File: config.mk
export PLATFORM = sky130hd
export DESIGN_NAME = step_dir_decoder_flat
export DESIGN_NICKNAME = d
export VERILOG_FILES = /design/src/rtl/step_dir_decoder_if.sv /design/src/rtl/step_dir_decoder.sv /design/src/flat_wrapper.sv
export SDC_FILE = /design/constraint.sdc
export NUM_CORES = 1
export LEC_CHECK = 0
export ABC_AREA = 1
export CORE_ASPECT_RATIO = 0.7
export CORE_MARGIN = 5
export CORE_UTILIZATION = 63
export CTS_CLUSTER_SIZE = 14
export DETAILED_ROUTE_END_ITERATION = 8
export DONT_BUFFER_PORTS = 1
export PLACE_DENSITY = 0.78
export SLEW_MARGIN = 20
export SYNTH_ARGS = -nofsm -noshare
export SYNTH_HDL_FRONTEND = slang
export SYNTH_SLANG_ARGS = --single-unit
File: constraint.sdc
create_clock -name clk -period 5 [get_ports clk]
set_input_delay 0.25 -clock clk [delete_from_list [all_inputs] [get_ports clk]]
set_output_delay 0.25 -clock clk [all_outputs]
set_load 0.01 [all_outputs]
File: src/rtl/step_dir_decoder_if.sv
`default_nettype none
`timescale 1ns/1ps
// ============================================================================
//  Module      : step_dir_decoder_if
//  Description : Bundles the step/direction inputs and the host-side read
//                port of step_dir_decoder. The master is the pulse source /
//                host; the slave is the decoder.
//  Revision    : 1.0 - initial release
// ============================================================================
interface step_dir_decoder_if #(
  parameter int POS_W = 16
);
  logic             Pulse;
  logic             Dir;
  logic             CLR;
  logic             RD;
  logic [7:0]       D;
  logic [POS_W-1:0] Position;
  logic             Flag_T;
  logic             Flag_empty;
  logic             Flag_full;
  logic             Flag_ovf;

  modport master (
    output Pulse, Dir, CLR, RD,
    input  D, Position, Flag_T, Flag_empty, Flag_full, Flag_ovf
  );

  modport slave (
    input  Pulse, Dir, CLR, RD,
    output D, Position, Flag_T, Flag_empty, Flag_full, Flag_ovf
  );
endinterface
`default_nettype wire

File: src/rtl/step_dir_decoder.sv
`default_nettype none
`timescale 1ns/1ps
// ============================================================================
//  Module      : step_dir_decoder
//  Description : Receive side of a step/direction link. Synchronises Pulse
//                and Dir, tracks absolute position, measures net steps per
//                WINDOW clocks as a sign-magnitude byte and queues those
//                samples in a 4-entry FIFO read by a rising-edge strobe.
//                Optional macro STEP_DIR_DECODER_POS_SAT_EN: Position
//                saturates at the signed limits instead of wrapping.
//  Revision    : 1.0 - initial release
// ============================================================================
module step_dir_decoder #(
  parameter int WINDOW = 1000,
  parameter int POS_W  = 16
) (
  input  wire logic          clk,
  input  wire logic          rst_n,
  step_dir_decoder_if.slave  bus
);

  localparam int                 CNT_W   = $clog2(WINDOW);
  localparam logic [CNT_W-1:0]   TC_VAL  = CNT_W'(WINDOW - 1);
  localparam logic [2:0]         DEPTH   = 3'd4;
`ifdef STEP_DIR_DECODER_POS_SAT_EN
  localparam logic [POS_W-1:0]   POS_MAX = {1'b0, {(POS_W-1){1'b1}}};
  localparam logic [POS_W-1:0]   POS_MIN = {1'b1, {(POS_W-1){1'b0}}};
`endif

  // Synchronisers; pulse_sync[2] is the delayed copy used for edge detection
  logic [2:0]       pulse_sync;
  logic [1:0]       dir_sync;
  logic             step;
  logic             step_dir;

  logic [POS_W-1:0] pos;
  logic [POS_W-1:0] pos_next;

  logic [CNT_W-1:0] win_cnt;
  logic             tc;
  logic             t_flag;

  logic signed [8:0] net;
  logic signed [8:0] net_next;
  logic signed [9:0] net_sum;
  logic [8:0]        net_mag;
  logic [7:0]        sample;

  logic [7:0]       mem [4];
  logic [1:0]       wr_ptr;
  logic [1:0]       rd_ptr;
  logic [2:0]       count;
  logic [2:0]       count_next;
  logic             rd_prev;
  logic             pop_edge;
  logic             pop_ok;
  logic             push_ok;
  logic             drop;
  logic [7:0]       d_out;
  logic             empty_flag;
  logic             full_flag;
  logic             ovf_flag;

  // Two-stage synchronisers for the asynchronous step/direction inputs
  always_ff @(posedge clk or negedge rst_n) begin
    if (!rst_n) begin
      pulse_sync <= 3'b000;
      dir_sync   <= 2'b00;
    end else begin
      pulse_sync <= {pulse_sync[1:0], bus.Pulse};
      dir_sync   <= {dir_sync[0], bus.Dir};
    end
  end

  assign step     = pulse_sync[1] & ~pulse_sync[2];
  assign step_dir = dir_sync[1];
  assign tc       = (win_cnt == TC_VAL);

  // Next position: CLR wins over a coincident step, which is lost for position
  always_comb begin
    pos_next = pos;
    if (bus.CLR) begin
      pos_next = '0;
    end else if (step) begin
`ifdef STEP_DIR_DECODER_POS_SAT_EN
      if (!step_dir && (pos != POS_MAX)) begin
        pos_next = pos + POS_W'(1);
      end else if (step_dir && (pos != POS_MIN)) begin
        pos_next = pos - POS_W'(1);
      end
`else
      pos_next = step_dir ? (pos - POS_W'(1)) : (pos + POS_W'(1));
`endif
    end
  end

  // Window accumulator update with +/-255 saturation and sample encoding
  always_comb begin
    net_sum = {net[8], net};
    if (step) begin
      net_sum = step_dir ? (net_sum - 10'sd1) : (net_sum + 10'sd1);
    end
    if (net_sum > 10'sd255) begin
      net_next = 9'sd255;
    end else if (net_sum < -10'sd255) begin
      net_next = -9'sd255;
    end else begin
      net_next = net_sum[8:0];
    end
    net_mag = net_next[8] ? 9'(-net_next) : 9'(net_next);
    sample  = {net_next[8], (net_mag > 9'd127) ? 7'h7F : net_mag[6:0]};
  end

  // FIFO control: pop on RD rising edge, push at window terminal count
  always_comb begin
    pop_edge   = bus.RD & ~rd_prev;
    pop_ok     = pop_edge && (count != 3'd0);
    push_ok    = tc && ((count != DEPTH) || pop_ok);
    drop       = tc && (count == DEPTH) && !pop_ok;
    count_next = count + {2'b00, push_ok} - {2'b00, pop_ok};
  end

  // Position, window counter, accumulator and window toggle flag
  always_ff @(posedge clk or negedge rst_n) begin
    if (!rst_n) begin
      pos     <= '0;
      win_cnt <= '0;
      net     <= '0;
      t_flag  <= 1'b0;
    end else begin
      pos <= pos_next;
      if (tc) begin
        // A step on the TC cycle is already folded into the closing sample
        win_cnt <= '0;
        net     <= '0;
        t_flag  <= ~t_flag;
      end else begin
        win_cnt <= win_cnt + CNT_W'(1);
        net     <= net_next;
      end
    end
  end

  // FIFO storage; contents are only meaningful between the pointers
  always_ff @(posedge clk) begin
    if (push_ok) begin
      mem[wr_ptr] <= sample;
    end
  end

  // FIFO pointers, read data, registered status flags and sticky overflow
  always_ff @(posedge clk or negedge rst_n) begin
    if (!rst_n) begin
      wr_ptr     <= 2'd0;
      rd_ptr     <= 2'd0;
      count      <= 3'd0;
      rd_prev    <= 1'b0;
      d_out      <= 8'h00;
      empty_flag <= 1'b1;
      full_flag  <= 1'b0;
      ovf_flag   <= 1'b0;
    end else begin
      rd_prev <= bus.RD;
      count   <= count_next;
      if (push_ok) begin
        wr_ptr <= wr_ptr + 2'd1;
      end
      if (pop_ok) begin
        rd_ptr <= rd_ptr + 2'd1;
      end
      if (pop_edge) begin
        d_out <= pop_ok ? mem[rd_ptr] : 8'h00;
      end
      empty_flag <= (count_next == 3'd0);
      full_flag  <= (count_next == DEPTH);
      // A drop in the same cycle as CLR is still reported
      if (drop) begin
        ovf_flag <= 1'b1;
      end else if (bus.CLR) begin
        ovf_flag <= 1'b0;
      end
    end
  end

  assign bus.D          = d_out;
  assign bus.Position   = pos;
  assign bus.Flag_T     = t_flag;
  assign bus.Flag_empty = empty_flag;
  assign bus.Flag_full  = full_flag;
  assign bus.Flag_ovf   = ovf_flag;

endmodule
`default_nettype wire

File: src/flat_wrapper.sv
// flat-port wrapper written by rule: the top's interface ports become plain ports
module step_dir_decoder_flat 
#(
  parameter int WINDOW = 1000,
  parameter int POS_W  = 16
)
  (clk, rst_n, bus_Pulse, bus_Dir, bus_CLR, bus_RD, bus_D, bus_Position, bus_Flag_T, bus_Flag_empty, bus_Flag_full, bus_Flag_ovf);
  step_dir_decoder_if #(.POS_W(POS_W)) bus_i ();
  input  wire logic clk;
  input  wire logic rst_n;
  input wire logic [$bits(bus_i.Pulse)-1:0] bus_Pulse;
  input wire logic [$bits(bus_i.Dir)-1:0] bus_Dir;
  input wire logic [$bits(bus_i.CLR)-1:0] bus_CLR;
  input wire logic [$bits(bus_i.RD)-1:0] bus_RD;
  output wire logic [$bits(bus_i.D)-1:0] bus_D;
  output wire logic [$bits(bus_i.Position)-1:0] bus_Position;
  output wire logic [$bits(bus_i.Flag_T)-1:0] bus_Flag_T;
  output wire logic [$bits(bus_i.Flag_empty)-1:0] bus_Flag_empty;
  output wire logic [$bits(bus_i.Flag_full)-1:0] bus_Flag_full;
  output wire logic [$bits(bus_i.Flag_ovf)-1:0] bus_Flag_ovf;
  assign bus_i.Pulse = bus_Pulse;
  assign bus_i.Dir = bus_Dir;
  assign bus_i.CLR = bus_CLR;
  assign bus_i.RD = bus_RD;
  assign bus_D = bus_i.D;
  assign bus_Position = bus_i.Position;
  assign bus_Flag_T = bus_i.Flag_T;
  assign bus_Flag_empty = bus_i.Flag_empty;
  assign bus_Flag_full = bus_i.Flag_full;
  assign bus_Flag_ovf = bus_i.Flag_ovf;
  step_dir_decoder #(.WINDOW(WINDOW), .POS_W(POS_W)) u_core (.clk(clk), .rst_n(rst_n), .bus(bus_i));
endmodule
==> impl_metrics.yaml, run 1 <==
placement:
  gp_congestion: 0.863
  dp_slack_ns: 1.61
  dp_hpwl_um: 7710
  numPortBuffers: 0
synthesis:
  yosys_warnings: 0
  async_flop_share_pct: 65.2
  synth-edff-count: 32
  syn_area_mm2: 0.00516
  synth_top_flop_cell: "dfrtp_1"
  yosysSeqAreaShare_pct: 47.8
  syn_nets: 634
  synth_cells: 595
  syn-mean-instance-area_um2: 8.67
  synth.ff_latch_count: 92
  ys_types: 43
timing:
  post-route-period-util_pct: 69.1
  worst_pin_slew_ns: 0.900
  finalCriticalPeriod_ns: 3.46
  setup_tns_ns: 0
  drv_slew: 0
  slew_headroom_pct: 39.8
  timing.fmax_ghz: 0.289
  finClkSkew_ns: 0.00478
  rsz0062_at_grt: "no"
  hold_viol_final: 0
  final.setup.worst_slack_ns: 1.54
  setup_viol: 0
setup_path:
  startpoint_type: "flop"
  crit_required_ns: 5.06
  end_kind: "flop"
  path_class: "flop to flop"
  critPathMaxFanout: 14
  worstPathArrival_ns: 3.52
layout:
  drive_gt1_share_pct: 8.40
  mostFrequentLayoutCells: "nand2_1 (143), inv_1 (66), dfrtp_1 (59)"
  finish.utilization_pct: 70.8
  area_growth_pct: 8.56
  final_common_cell: "nand2_1"
  fin_nets: 641
  fill_cells: 599
  diodes: 0
cts:
  cts_htree_levels: 3
  clock-sinks: 92
  cts_tree: "yes"
  root_buffer: "clkbuf_16"
  clkTransAtPathRegs_ns: 0.06
  ctsResizeCount: 0
  clockBufferDepth: 2
  insertion_delay_ns: 0.34
  cts_buffers: 9
routing:
  ant_nets: 0
  vias: 4051
  wl_per_cell_um: 15.3
  drt_iter0_drc: 359
  drc_errors: 0
  dr.pass1.iters: 5
  wirelength_um: 10800
  viasPerCell: 5.72
flow_run:
  drv_cap: 0
floorplanning:
  initial_core_util_pct: 65.2
  coreArea_mm2: 0.00791
  die_w_um: 118
  dieArea_mm2: 0.0101
  rows: 27
  fp.dieH_um: 85.7
  io_pins: 34
global_routing:
  antenna_found_initial: 0
  grt_usage_pct: 22.8
  grt_pass1_vias: 3861
  grt_max_degree: 61
  grt_pass1_wl_um: 18700
  overflow: 0
status:
  status: "completed"
pwr:
  p_leak_nw: 2.69
  ir_drop_mv: 0.345
  p_per_area_mw_per_mm2: 503
  p_total_mw: 2.81
worst_hold_path:
  holdCritPathClass: "input port to flop"
[final timing paths]
path / endpoint / start / cells past startpoint / slack (ns)
setup / recovery: u_core.mem[1][4] / u_core.dir_sync[1] / 20 / 1.54
hold / removal: u_core.bus.Position[1] / bus_CLR / 3 / 0.22
setup reg to reg: u_core.mem[1][4] / u_core.dir_sync[1] / 20 / 1.54
hold reg to reg: u_core.pulse_sync[1] / u_core.pulse_sync[0] / 0 / 0.37
max in group asynchronous: u_core.bus.Flag_empty / rst_n / 2 / 4.27
min in group asynchronous: u_core.bus.Position[10] / rst_n / 2 / 0.45
[Yosys cell counts, types with 2 or more instances]
cell type  number  area (µm²)
fa_1            3        60.1
a32o_1          8        80.1
o21ai_0        33         165
nor2_2          4        25.0
buf_1           2        7.51
ha_1           30         375
dfrtp_1        59        1480
o2111ai_1       2        17.5
buf_2           2        10.0
o21ai_2         2        17.5
a31oi_1         2        12.5
buf_6           2        22.5
nand2_4         2        22.5
a21oi_1        32         160
or2_2           2        12.5
nand3_1        49         245
nor2_1         49         184
o21ai_1         3        15.0
nand3_2         4        40.0
clkinv_1        3        11.3
edfxtp_1       32         961
nand2_2        13        81.3
o21bai_1        3        22.5
xor2_1          9        78.8
inv_2           3        11.3
nand2_1       143         537
inv_1          66         248
nand4_1         6        37.5
xnor2_1         4        35.0
nor3_1          5        25.0
clkbuf_1        6        22.5
[kinds of logic after synthesis]
family / count (synthesis) / synth area share, %
AND/OR/NAND/NOR: 281 / 24.4
flip-flops: 92 / 47.8
buffers and inverters: 84 / 6.45
AO/OA/AOI/OAI: 92 / 10.7
XOR/XNOR: 13 / 2.21
adder cells (fa/ha/maj): 33 / 8.44
[area by class of cell]
| class | instances | area [µm²] | area share [%] |
|---|---|---|---|
| clock buffer | 11 | 233 | 4.16 |
| clock inverter | 5 | 52.6 | 0.939 |
| inverter | 72 | 270 | 4.83 |
| multi-input combinational | 419 | 2360 | 42.2 |
| sequential | 92 | 2460 | 44.0 |
| tap | 101 | 126 | 2.26 |
| timing repair buffer | 8 | 92.6 | 1.65 |
[critical path, cell delays in order (launching register included)]
cell and delay, ns:
dfrtp_1 0.52, ha_1 0.43, nand2_1 0.15, nand2_1 0.06, nand2_1 0.09, nand2_1 0.06, nand2_1 0.05, nand4_1 0.07
nand2_1 0.08, nand2_2 0.07, nand2_1 0.37, nand2_2 0.29, nand2_1 0.19, inv_1 0.10, ha_1 0.23, nand2_1 0.09
nand2_1 0.05, nand3_1 0.08, nand2_1 0.06, inv_1 0.04, nand2_1 0.09
[routing by layer]
metal	track usage, %	vias to the layer above	share of wire, %
li1	-	1992	-
met1	32.6	1904	47
met2	34.7	136	44
met3	5.67	19	7.2
met4	6.56	0	1.6
met5	0	-	0
[flip-flops by register name (all words and copies together), names as in the netlist, 3 cells and up]
| name | cells |
|---|---|
| u_core.mem | 32 |
| u_core.win_cnt | 10 |
| u_core.pulse_sync | 3 |
| u_core.bus.Position | 16 |
| u_core.count | 3 |
| u_core.net | 9 |
| u_core.bus.D | 8 |
[through the flow]
step / instances / cell area [µm²] / hold WS (ns)
floorplan: 595 / 5160 / -0.0456
global route: 708 / 5600 / 0.232
CTS: 708 / 5600 / 0.202
finish: 708 / 5600 / 0.223
global placement: 686 / 5240 / -0.0444
detailed placement: 686 / 5240 / -0.0446
[what timing repair did]
action | in CTS | in global routing
hold buffers | 6 | 0
hold endpoints to repair | 64 | 0
setup buffers | 0 | 0
[power by group]
part,internal [mW],switching (mW),leakage [nW]
Sequential,0.959,0.135,1.03
Combinational,0.378,0.686,1.53
Clock,0.384,0.273,0.131
No activity file was read; power rests on OpenSTA's default activity.
==> inputs of run 2 (changes only) <==
==> constraint.sdc (replaced) <==
create_clock -name clk -period 3.2 [get_ports clk]
set_input_delay 0.16 -clock clk [delete_from_list [all_inputs] [get_ports clk]]
set_output_delay 0.16 -clock clk [all_outputs]
set_load 0.01 [all_outputs]
==> run 2 against run 1 <==
Clock skew grew 0.00057 ns. Core utilization grew 1.2 points. Setup slack lost 1.4 ns. Sequential share of layout area shrank 0.72 points. Critical path depth is the same. Sequential cell count is the same. Via count shrank 2.6%.
==> impl_metrics.yaml, run 2 (synthesis results as in run 1) <==
global_routing:
  overflow: 0
  grt_usage_pct: 22.4
  grt_max_degree: 61
  grt_pass1_wl_um: 18300
  antenna_found_initial: 0
  grt_pass1_vias: 3764
status:
  status: "completed"
layout:
  drive_gt1_share_pct: 11.2
  largest_reg_flops: 32
  finish.utilization_pct: 72.0
  area_growth_pct: 10.4
  largest-register: "u_core.mem"
  final_common_cell: "nand2_1"
  diodes: 0
  mostFrequentLayoutCells: "nand2_1 (142), inv_1 (66), dfrtp_1 (58)"
  fin_nets: 648
  final_cell_count_no_fill: 715
setup_path:
  critPathMaxFanout: 9
  crit_required_ns: 3.26
  end_kind: "flop"
  path_class: "flop to flop"
  startpoint_type: "flop"
  worstPathArrival_ns: 3.07
routing:
  viasPerCell: 5.52
  ant_nets: 0
  drt_iter0_drc: 293
  vias: 3946
  dr.pass1.iters: 5
  wl_per_cell_um: 15.2
  drc_errors: 0
  wirelength_um: 10800
cts:
  cts_tree: "yes"
  clockBufferDepth: 2
  clkTransAtPathRegs_ns: 0.06
  cts_buffers: 9
  insertion_delay_ns: 0.34
  clock-sinks: 92
  root_buffer: "clkbuf_16"
  cts_htree_levels: 3
timing:
  drv_slew: 0
  hold_viol_final: 0
  finalCriticalPeriod_ns: 3.01
  finClkSkew_ns: 0.00535
  worst_pin_slew_ns: 0.881
  setup_viol: 0
  slew_headroom_pct: 41.1
  setup_tns_ns: 0
  post-route-period-util_pct: 94.1
  timing.fmax_ghz: 0.332
pwr:
  p_per_area_mw_per_mm2: 784
  p_sw_mw: 1.73
  power_frac_comb_pct: 39.0
  ir_drop_mv: 0.581
  p_leak_nw: 2.74
  p_total_mw: 4.46
  sw_frac_of_total_pct: 38.8
  p_int_mw: 2.73
  clkPwrFrac_pct: 22.5
  seq_power_share_pct: 38.4
placement:
  placed_cells: 691
  gp_congestion: 0.867
  dp_hpwl_um: 7730
  numPortBuffers: 0
floorplanning:
  io_pins: 34
  coreArea_mm2: 0.00791
  initial_core_util_pct: 65.2
  die_w_um: 118
  fp.dieH_um: 85.7
  dieArea_mm2: 0.0101
  rows: 27
flow_run:
  drv_cap: 0
worst_hold_path:
  holdCritPathClass: "input port to flop"
-- run 2: what timing repair did --
action	4_1_cts	5_1_grt
hold buffers	6	0
endpoints found under the setup margin	0	28
hold endpoints to repair	64	0
resized for setup	0	13
setup buffers	0	2
-- run 2: worst max-delay path: stages, from the launching register on --
cell and delay (ns):
dfrtp_2 0.47, clkbuf_4 0.21, ha_1 0.34, inv_1 0.12
o21bai_1 0.09, nor2_2 0.14, nand2_1 0.06, nand2_1 0.07
nand3_2 0.07, nand3b_4 0.24, nand2_1 0.12, inv_1 0.05
nand2_2 0.08, inv_1 0.08, ha_2 0.21, nand2_1 0.08
nand2_1 0.05, nand3_1 0.06, nand2_1 0.05, inv_1 0.05
nand2_1 0.10
-- run 2: per-layer routing --
layer | track usage, % | vias up | routed length, µm
met3 | 5.80 | 14 | 535
li1 | - | 2004 | -
met5 | 0 | - | 0
met4 | 5.63 | 0 | 113
met1 | 32.5 | 1829 | 5350
met2 | 33.9 | 99 | 4850
-- run 2: area by class of cell --
| type | instances | area (µm²) |
|---|---|---|
| timing repair buffer | 15 | 145 |
| tap | 101 | 126 |
| fill | 608 | 2210 |
| inverter | 72 | 270 |
| multi-input combinational | 419 | 2400 |
| clock inverter | 3 | 18.8 |
| sequential | 92 | 2460 |
| clock buffer | 13 | 272 |
-- run 2: through the flow --
step | setup WS [ns] | hold WS, ns | area [µm²]
after detailed placement | 0.175 | -0.135 | 5270
after floorplan | 0.194 | -0.136 | 5160
final | 0.190 | 0.126 | 5700
after global placement | 0.226 | -0.134 | 5270
after CTS | 0.139 | 0.114 | 5640
after global routing | -0.0495 | 0.146 | 5700
-- run 2: power groups by stage --
stage	logic (mW)	clock network, mW	registers [mW]
after global routing	1.99	1.08	1.74
after CTS	1.69	1.03	1.71
final	1.74	1.01	1.72
after detailed placement	1.65	0	1.74
after floorplan	1.38	0	1.65
after global placement	1.61	0	1.73
-- run 2: worst paths after layout --
kind	startpoint	slack, ns	cells after the start	endpoint
hold reg to reg	u_core.pulse_sync[0]	0.39	0	u_core.pulse_sync[1]
setup reg to reg	u_core.dir_sync[1]	0.19	20	u_core.mem[1][4]
min in group asynchronous	rst_n	0.34	2	u_core.bus.Position[7]
setup / recovery	u_core.dir_sync[1]	0.19	20	u_core.mem[1][4]
max in group asynchronous	rst_n	2.55	2	u_core.bus.Flag_empty
hold / removal	bus_CLR	0.13	3	u_core.bus.Position[1]
==> inputs of run 3 (changes only) <==
--- a/config.mk
+++ b/config.mk
@@ -7,7 +7,6 @@
 export LEC_CHECK = 0
 export ABC_AREA = 1
 export CORE_ASPECT_RATIO = 0.7
-export CORE_MARGIN = 5
 export CORE_UTILIZATION = 63
 export CTS_CLUSTER_SIZE = 14
 export DETAILED_ROUTE_END_ITERATION = 8
==> constraint.sdc (replaced) <==
create_clock -name clk -period 3.55 [get_ports clk]
set_input_delay 0.5325 -clock clk [delete_from_list [all_inputs] [get_ports clk]]
set_output_delay 0.5325 -clock clk [all_outputs]
set_load 0.01 [all_outputs]
==> run 3 against run 2 <==
Design area is 2.2% lower. Sequential cell count did not move. Critical path depth is 2 lower. Critical endpoint is now u_core.mem[0][2].
==> impl_metrics.yaml, run 3 (synthesis results as in run 1) <==
pwr:
  ir_drop_mv: 0.536
  p_leak_nw: 2.69
  p_per_area_mw_per_mm2: 710
status:
  status: "completed"
floorplanning:
  fp.dieH_um: 77.7
  die_w_um: 110
  rows: 27
  coreArea_mm2: 0.00791
  dieArea_mm2: 0.00856
  io_pins: 34
  initial_core_util_pct: 65.2
routing:
  dr.pass1.iters: 6
  vias: 4075
  wirelength_um: 10800
  wl_per_cell_um: 15.3
  drt_iter0_drc: 320
  viasPerCell: 5.76
  ant_nets: 0
  drc_errors: 0
setup_path:
  r2r_cells: 18
  crit_required_ns: 3.61
  end_kind: "flop"
  startpoint_type: "flop"
  worstPathArrival_ns: 3.26
  path_class: "flop to flop"
  critPathMaxFanout: 12
cts:
  clock-sinks: 92
  cts_htree_levels: 3
  clockBufferDepth: 2
  clkTransAtPathRegs_ns: 0.06
  post_cts_buffers: 0
  cts_buffers: 9
  root_buffer: "clkbuf_16"
  insertion_delay_ns: 0.34
  cts_tree: "yes"
timing:
  post-route-period-util_pct: 90.1
  final.setup.worst_slack_ns: 0.350
  finalCriticalPeriod_ns: 3.20
  drv_slew: 0
  setup_tns_ns: 0
  finClkSkew_ns: 0.00682
  hold_viol_final: 0
  setup_viol: 0
  worst_pin_slew_ns: 0.886
  slew_headroom_pct: 40.7
  timing.fmax_ghz: 0.312
  rsz0062_at_grt: "no"
worst_hold_path:
  holdCritPathClass: "input port to async pin"
layout:
  fin_nets: 640
  drive_gt1_share_pct: 9.57
  final_cell_count_no_fill: 707
  diodes: 0
  largest-register: "u_core.mem"
  largest_reg_flops: 32
  finish.utilization_pct: 70.5
  mostFrequentLayoutCells: "nand2_1 (143), inv_1 (66), dfrtp_1 (58)"
  final_common_cell: "nand2_1"
  area_growth_pct: 8.05
global_routing:
  overflow: 0
  grt_pass1_vias: 3975
  antenna_found_initial: 0
  grt_max_degree: 60
  grt_usage_pct: 28.1
  grt_pass1_wl_um: 18200
placement:
  gp_congestion: 0.966
  dp_slack_ns: 0.372
  dp_hpwl_um: 7740
  numPortBuffers: 0
  placed_cells: 690
flow_run:
  drv_cap: 0
-- run 3: cell count changes in the layout (fill, tap and decap cells not counted), moves of 2 or more --
| cell | before | now |
|---|---|---|
| dlygate4sd3_1 | 5 | 0 |
| buf_4 | 8 | 6 |
| ha_1 | 25 | 29 |
| ha_2 | 4 | 1 |
-- run 3: worst paths after layout --
check / from / to / slack (ns)
max reg2reg: u_core.dir_sync[1] / u_core.mem[0][2] / 0.35
min in group clk: bus_Dir / u_core.dir_sync[0] / 0.22
max: u_core.dir_sync[1] / u_core.mem[0][2] / 0.35
max in group asynchronous: rst_n / u_core.wr_ptr[0] / 3.22
min reg2reg: u_core.pulse_sync[0] / u_core.pulse_sync[1] / 0.38
min: rst_n / u_core.bus.Flag_empty / 0.04
-- run 3: report_power, final --
| group | internal, mW | switching, mW |
|---|---|---|
| combinational | 0.543 | 0.982 |
| clock | 0.513 | 0.375 |
| sequential | 1.35 | 0.195 |
| total | 2.41 | 1.55 |
-- run 3: what timing repair did --
action | in CTS | in global routing
setup endpoints to repair | 0 | 12
hold endpoints to repair | 59 | 0
resized for setup | 0 | 2
hold buffers | 1 | 0
-- run 3: layout make-up --
class / count / area, µm²
well taps: 101 / 126
repair buffers: 7 / 72.6
clock inverters: 2 / 11.3
fillers: 612 / 2330
flip-flops and latches: 92 / 2460
clock buffers: 14 / 264
inverters: 72 / 270
multi-input cells: 419 / 2360
-- run 3: through the flow --
stage | total power, mW | cell area, µm² | hold WS, ns
4_1_cts | 3.96 | 5570 | 0.0271
5_1_grt | 4.25 | 5570 | 0.0199
3_3_place_gp | 2.98 | 5270 | 0.238
3_5_place_dp | 3.04 | 5270 | 0.238
2_1_floorplan | 2.73 | 5160 | 0.237
6_report | 3.96 | 5570 | 0.0371
-- run 3: worst max-delay path, cell delays in order (launching register included) --
cell and delay (ns):
dfrtp_2 0.50, ha_1 0.42, nand3_1 0.14, nand3_1 0.13
nand2_1 0.08, nand2_1 0.07, nand2_1 0.05, nand3_1 0.08
nand2_2 0.08, nor2_1 0.09, nand2_1 0.06, nand2_1 0.07
nand2_2 0.18, nand2_1 0.19, inv_1 0.11, ha_1 0.24
nor2_1 0.15, xor2_1 0.16, nand2_1 0.12
-- run 3: routing by layer --
metal | part of all wire [%] | track usage, % | vias to the layer above | wire, µm
li1 | - | - | 1991 | -
met1 | 47 | 41.0 | 1935 | 5080
met2 | 45 | 43.5 | 133 | 4920
met3 | 6.7 | 6.30 | 16 | 728
met4 | 0.84 | 5.53 | 0 | 91
met5 | 0 | 0 | - | 0
